### src/rtl/universal_shift_register.sv
// WIDTH-bit register: hold/load/shift/rotate/clear plus a self-timed LSB-first burst serialiser.
// Optional feature macro: USR_PARITY_EN (even-parity output; tied to 0 when undefined).
module universal_shift_register #(
    parameter int WIDTH = 8
) (
    input  logic             clk,
    input  logic             reset,
    input  logic [2:0]       mode,
    input  logic [WIDTH-1:0] d,
    input  logic             ser_in_l,
    input  logic             ser_in_r,
    input  logic             start,
    output logic [WIDTH-1:0] q,
    output logic             ser_out_lsb,
    output logic             ser_out_msb,
    output logic             busy,
    output logic             done,
    output logic             parity
);

    localparam int CW = $clog2(WIDTH + 1);

    typedef enum logic {
        IDLE  = 1'b0,
        BURST = 1'b1
    } state_t;

    state_t           state_q, state_d;
    logic [WIDTH-1:0] q_q, q_d;
    logic [CW-1:0]    cnt_q, cnt_d;
    logic             busy_q, busy_d;
    logic             done_q, done_d;

    always_ff @(posedge clk) begin
        if (reset) begin
            state_q <= IDLE;
            q_q     <= '0;
            cnt_q   <= '0;
            busy_q  <= 1'b0;
            done_q  <= 1'b0;
        end else begin
            state_q <= state_d;
            q_q     <= q_d;
            cnt_q   <= cnt_d;
            busy_q  <= busy_d;
            done_q  <= done_d;
        end
    end

    always_comb begin
        state_d = state_q;
        q_d     = q_q;
        cnt_d   = cnt_q;
        busy_d  = busy_q;
        done_d  = 1'b0;
        case (state_q)
            IDLE: begin
                if (start) begin
                    q_d     = d;
                    cnt_d   = CW'(WIDTH);
                    busy_d  = 1'b1;
                    state_d = BURST;
                end else begin
                    case (mode)
                        3'b001:  q_d = d;
                        3'b010:  q_d = {q_q[WIDTH-2:0], ser_in_l};
                        3'b011:  q_d = {ser_in_r, q_q[WIDTH-1:1]};
                        3'b100:  q_d = {q_q[WIDTH-2:0], q_q[WIDTH-1]};
                        3'b101:  q_d = {q_q[0], q_q[WIDTH-1:1]};
                        3'b110:  q_d = '0;
                        default: q_d = q_q;
                    endcase
                end
            end
            BURST: begin
                // mode and start are deliberately not looked at while shifting out
                q_d   = {ser_in_r, q_q[WIDTH-1:1]};
                cnt_d = cnt_q - CW'(1);
                if (cnt_q == CW'(1)) begin
                    busy_d  = 1'b0;
                    done_d  = 1'b1;
                    state_d = IDLE;
                end
            end
            default: begin
                state_d = IDLE;
                cnt_d   = '0;
                busy_d  = 1'b0;
            end
        endcase
    end

    assign q           = q_q;
    assign ser_out_lsb = q_q[0];
    assign ser_out_msb = q_q[WIDTH-1];
    assign busy        = busy_q;
    assign done        = done_q;

`ifdef USR_PARITY_EN
    assign parity = ^q_q;
`else
    assign parity = 1'b0;
`endif

endmodule

### config.mk
export PLATFORM = sky130hd
export DESIGN_NAME = universal_shift_register
export DESIGN_NICKNAME = d
export VERILOG_FILES = /design/src/rtl/universal_shift_register.sv
export SDC_FILE = /design/constraint.sdc
export NUM_CORES = 1
export LEC_CHECK = 0
export ABC_AREA = 1
export CORE_AREA = 3 3 52 54
export CTS_CLUSTER_DIAMETER = 120
export DETAILED_ROUTE_END_ITERATION = 10
export DIE_AREA = 0 0 55 57
export PLACE_DENSITY = 0.75
export SLEW_MARGIN = 20
export SYNTH_ARGS = -nofsm -noshare
export SYNTH_HDL_FRONTEND = slang
export SYNTH_SLANG_ARGS = --single-unit
### constraint.sdc
create_clock -name clk -period 1.6 [get_ports clk]
set_input_delay 0.4 -clock clk [delete_from_list [all_inputs] [get_ports clk]]
set_output_delay 0.4 -clock clk [all_outputs]
set_load 0.02 [all_outputs]
### Yosys cells after proc, flatten, opt, wreduce, memory -nomap -nowiden

Index checks and enable logic that the tools add are counted.

* flip-flop bits (word level): 15
* latch bits: 0
* memory bits (read-only): 0
* memories: 0
* output and inout port bits: 13
* memory bits (writable): 0

* divide/modulo/power cells: 0
* equality and inequality tests: 10
* mux-type cells: 12
* shift operators: 0
* reduce and logical (&&, ||, !) cells: 2
* $add $sub $neg: 1
* $lt $le $gt $ge: 0
* $mul: 0
* bitwise operators: 1

Operators with widths (number)
* case mux 8 bit (6 select lines): 1
* case mux 8 bit (2 select lines): 1
* == test 3 bit, second input constant: 3
* 2-to-1 mux 8 bit: 1
* != test 8 x 2 -> 1 bit, second input constant: 1
* case mux 4 bit (2 select lines): 1
* == test 3 x 2 -> 1 bit, second input constant: 2
* 2-to-1 mux 1 bit: 5
* == test 4 x 1 -> 1 bit, second input constant: 1
* 2-to-1 mux 4 bit: 1
* case mux 1 bit (2 select lines): 2
* subtractor 4 x 1 -> 4 bit, second input constant: 1
* == test 3 x 1 -> 1 bit, second input constant: 1
* != test 2 x 1 -> 1 bit, second input constant: 1
* != test 2 bit, second input constant: 1
* AND reduction 2 bit: 1
* OR reduction 2 bit: 1
* inverter 1 bit: 1

### Logic depth before layout (Yosys ltp)

* depth after elaboration: 4
* gate-level depth with buffers: 10

### Worst setup path before layout

No wires, ideal clock.

* path type: input to register
* start point: input port mode[0]
* end point: register q_q[3], in the netlist q[3]
* arrival time: 1.275 ns
* buffers on the path: 2
* stages on the path: 9
* path slack: 0.256 ns
* cells stage by stage: buf_2 -> nand3_1 -> inv_1 -> nor2_4 -> buf_6 -> nand3_1 -> nand3_1 -> nand2_1 -> a21oi_2

* longest elaborated chain between the ends: 4
* elaborated cells between the ends (all ways): 10
* those cells by class: 7 x eq/ne; 3 x mux

RTL lines
* from (decl): RTL line 8 `input logic [2:0] mode,`
* == test 3 bit, or another cell as far along: RTL line 64 `case (mode)`
* case mux 8 bit (6 select lines): RTL line 64
* 2-to-1 mux 8 bit: RTL line 58 `if (start) begin`
* case mux 8 bit (2 select lines): RTL line 56 `case (state_q)`
* to (signal assigned): RTL line 43 `q_q <= q_d;`
* to (decl): RTL line 29 `logic [WIDTH-1:0] q_q, q_d;`

Parallel ways exist; a longest one is shown, timed or not.
A chain may end at the register's enable or synchronous reset.

### Worst setup path in the final report

* start point: register q_q[7], in the netlist q[7]
* end point: output port q[7]

RTL lines
* to (decl): RTL line 13 `output logic [WIDTH-1:0] q,`

No word-level cell between the ends.

==> load_flow_metrics.sql <==
INSERT INTO impl_metrics (metric_group, metric, value, unit) VALUES
('global_routing', 'grt_first_pass_wirelength', '4610', 'µm'),
('place', 'place_inst', '220', ''),
('global_routing', 'pin_count_of_the_biggest_net_entering_global_routing', '16', ''),
('timing', 'final.period_utilization', '0.942', ''),
('yosys', 'synthesis.area_per_instance', '6.60', 'µm²'),
('power_and_ir_drop', 'leakagePower', '0.710', 'nW'),
('route', 'vias', '1150', ''),
('power_and_ir_drop', 'p_comb_frac', '0.356', ''),
('clocking', 'tritoncts.num_buffers', '3', ''),
('cells_and_area', 'nets', '215', ''),
('cells_and_area', 'fin_area', '1440', 'µm²'),
('power_and_ir_drop', 'internal_power', '0.000665', 'W'),
('global_routing', 'track_usage', '0.199', ''),
('route', 'detail_route.wl_per_cell', '12.3', 'µm'),
('timing', 'hold_viol', '0', ''),
('route', 'antenna_violating_nets_post_route', '0', ''),
('clocking', 'clk_latency', '0.30', 'ns'),
('cells_and_area', 'area.growth.synth_to_final', '37.5', '%'),
('yosys', 'synth-edff-count', '0', ''),
('worst_setup_path', 'timing.critical_path.max_delay_family', 'flip-flops', ''),
('floorplanning', 'die_width', '55', 'µm'),
('yosys', 'synth_nets', '176', ''),
('yosys', 'ys_seq_area_frac', '0.288', ''),
('timing', 'fin_worst_skew', '0.00679', 'ns'),
('power_and_ir_drop', 'power.density_cell_area', '728', 'nW/µm²'),
('flow_run', 'drv.max_cap_violation_count', '0', ''),
('power_and_ir_drop', 'ir_drop', '0.395', 'mV'),
('route', 'viasPerCell', '5.13', ''),
('floorplanning', 'die_h', '57', 'µm'),
('worst_setup_path', 'setup.worst_path.class', 'flop to output port', ''),
('timing', 'top_achievable_clock_speed', '0.664', 'GHz'),
('worst_setup_path', 'worstSetupStartpointType', 'flop', ''),
('place', 'gp_congestion', '0.865', ''),
('power_and_ir_drop', 'switching_share', '0.363', ''),
('timing', 'setup_ws', '0.0934', 'ns'),
('worst_setup_path', 'worst-path-buf-inv', '1', ''),
('place', 'placement.io_buffers', '27', ''),
('power_and_ir_drop', 'netSwitchingPower', '0.000379', 'W'),
('timing', 'fin_crit', '1.51', 'ns'),
('floorplanning', 'top_level_ports', '29', ''),
('yosys', 'synth_top_flop_cell', 'dfxtp_1', ''),
('global_routing', 'grt_antenna_before_repair', '0', ''),
('floorplanning', 'floorplan.core_area', '2250', 'µm²'),
('yosys', 'yosys.area.top_type_share', '0.288', ''),
('worst_setup_path', 'worstPathRequired', '1.20', 'ns'),
('floorplanning', 'start_util', '0.463', ''),
('yosys', 'synth_seq_cells', '15', ''),
('timing', 'totalNegativeSetupSlack', '0', 'ns'),
('place', 'dp_hpwl', '2110', 'µm'),
('clocking', 'ctsHtreeMaxLevel', '1', ''),
('power_and_ir_drop', 'power.share.sequential', '0.417', ''),
('worst_hold_path', 'worst_hold_path_type', 'flop to flop', ''),
('worst_setup_path', 'critical_path.max_stage_delay', '0.44', 'ns'),
('worst_setup_path', 'worst-endpoint-arrival', '1.11', 'ns'),
('yosys', 'top_area_cells_in_the_synthesized_netlist', 'dfxtp_1, nand3_1, nand2_1', ''),
('power_and_ir_drop', 'pwr-share-clk', '0.227', ''),
('place', 'preCtsSetupSlack', '-0.322', 'ns'),
('worst_setup_path', 'crit_path_top_delay_cell', 'dfxtp_1', ''),
('route', 'drtPass1Iterations', '4', ''),
('place', 'placed_cell_area', '1420', 'µm²'),
('yosys', 'synth_top_cell_by_area', 'dfxtp_1', ''),
('timing', 'fin_worst_hold_slack', '0.488', 'ns'),
('yosys', 'syn-cell-area', '1040', 'µm²'),
('yosys', 'synth_most_common_cell', 'nand2_1', ''),
('worst_setup_path', 'timing.critical_path.to_type', 'output port', ''),
('floorplanning', 'dieArea', '3140', 'µm²'),
('cells_and_area', 'drive_above_1_share', '0.209', ''),
('outcome', 'run_status', 'completed', ''),
('yosys', 'synthesis.instances', '158', ''),
('yosys', 'yosys_warning_total', '0', ''),
('clocking', 'clk_pin_slew_worst_paths', '0.11', 'ns');
per-stage QoR:
stage | utilization | total power (W)
4_1_cts | 0.634 | 0.00105
5_1_grt | 0.637 | 0.00112
2_1_floorplan | - | 0.000674
6_report | 0.637 | 0.00104
3_3_place_gp | 0.628 | 0.000825
3_5_place_dp | 0.628 | 0.000838
path summary, 6_finish.rpt:
kind                 start  endpoint  slack, ns  depth (start not counted)
setup reg to reg   state_q      q[2]       0.34                          7
setup / recovery      q[7]      q[7]       0.09                          1
hold / removal    cnt_q[3]  cnt_q[3]       0.49                          1
hold reg to reg   cnt_q[3]  cnt_q[3]       0.49                          1
layer usage:
metal  global-route usage  up-vias  part of all wire
met5                    0        -                 0
met4               0.0833        0             0.013
met3               0.0418        5             0.059
met2                0.319       38              0.50
met1                0.252      517              0.43
li1                     -      590                 -
power by group through the flow:
stage | sequential, W | clock, W | combinational, W
floorplan | 0.000476 | 0 | 0.000198
global placement | 0.000445 | 0 | 0.000380
detailed placement | 0.000446 | 0 | 0.000392
CTS | 0.000437 | 0.000240 | 0.000374
global route | 0.000442 | 0.000261 | 0.000412
finish | 0.000436 | 0.000237 | 0.000372
area by class of cell:
type | instances | area [µm²]
Multi-Input combinational cell | 116 | 613
Clock buffer | 3 | 22.5
Clock inverter | 1 | 5.00
Timing Repair Buffer | 43 | 392
Inverter | 18 | 67.6
Tap cell | 28 | 35.0
Sequential cell | 15 | 300
Fill cell | 231 | 820
logic make-up (layout without fill, tap and decap cells):
group / Yosys count / count (layout) / share of synthesized area
AO/OA/AOI/OAI: 28 / 28 / 0.176
adder cells (fa/ha/maj): 2 / 2 / 0.0240
buffers and inverters: 27 / 65 / 0.127
flip-flops: 15 / 15 / 0.288
other: 1 / 1 / 0.00359
AND/OR/NAND/NOR: 85 / 85 / 0.381
state kept, by name, indices dropped and copies added, names as in the netlist:
signal,flops
done,1
q,8
cnt_q,4
state_q,1
busy,1
placed cells by master, fill, tap and decap left out, drive strengths merged, types with 3 or more instances in the layout:
master          n
nand2          33
nand4           3
nor2           20
buf            16
inv            18
clkdlybuf4s50  12
clkbuf          3
dfxtp          15
o21ai           7
dlygate4sd2    13
a21oi          19
nand3          25
repair_timing:
item,in CTS,in global routing
buffers inserted,0,0
endpoints found under the hold margin,0,0
hold buffers,0,0
endpoints found under the setup margin,14,8
pin swaps,0,0
gates resized for setup,14,2
Note: power is estimated with default switching activity, not from simulation.
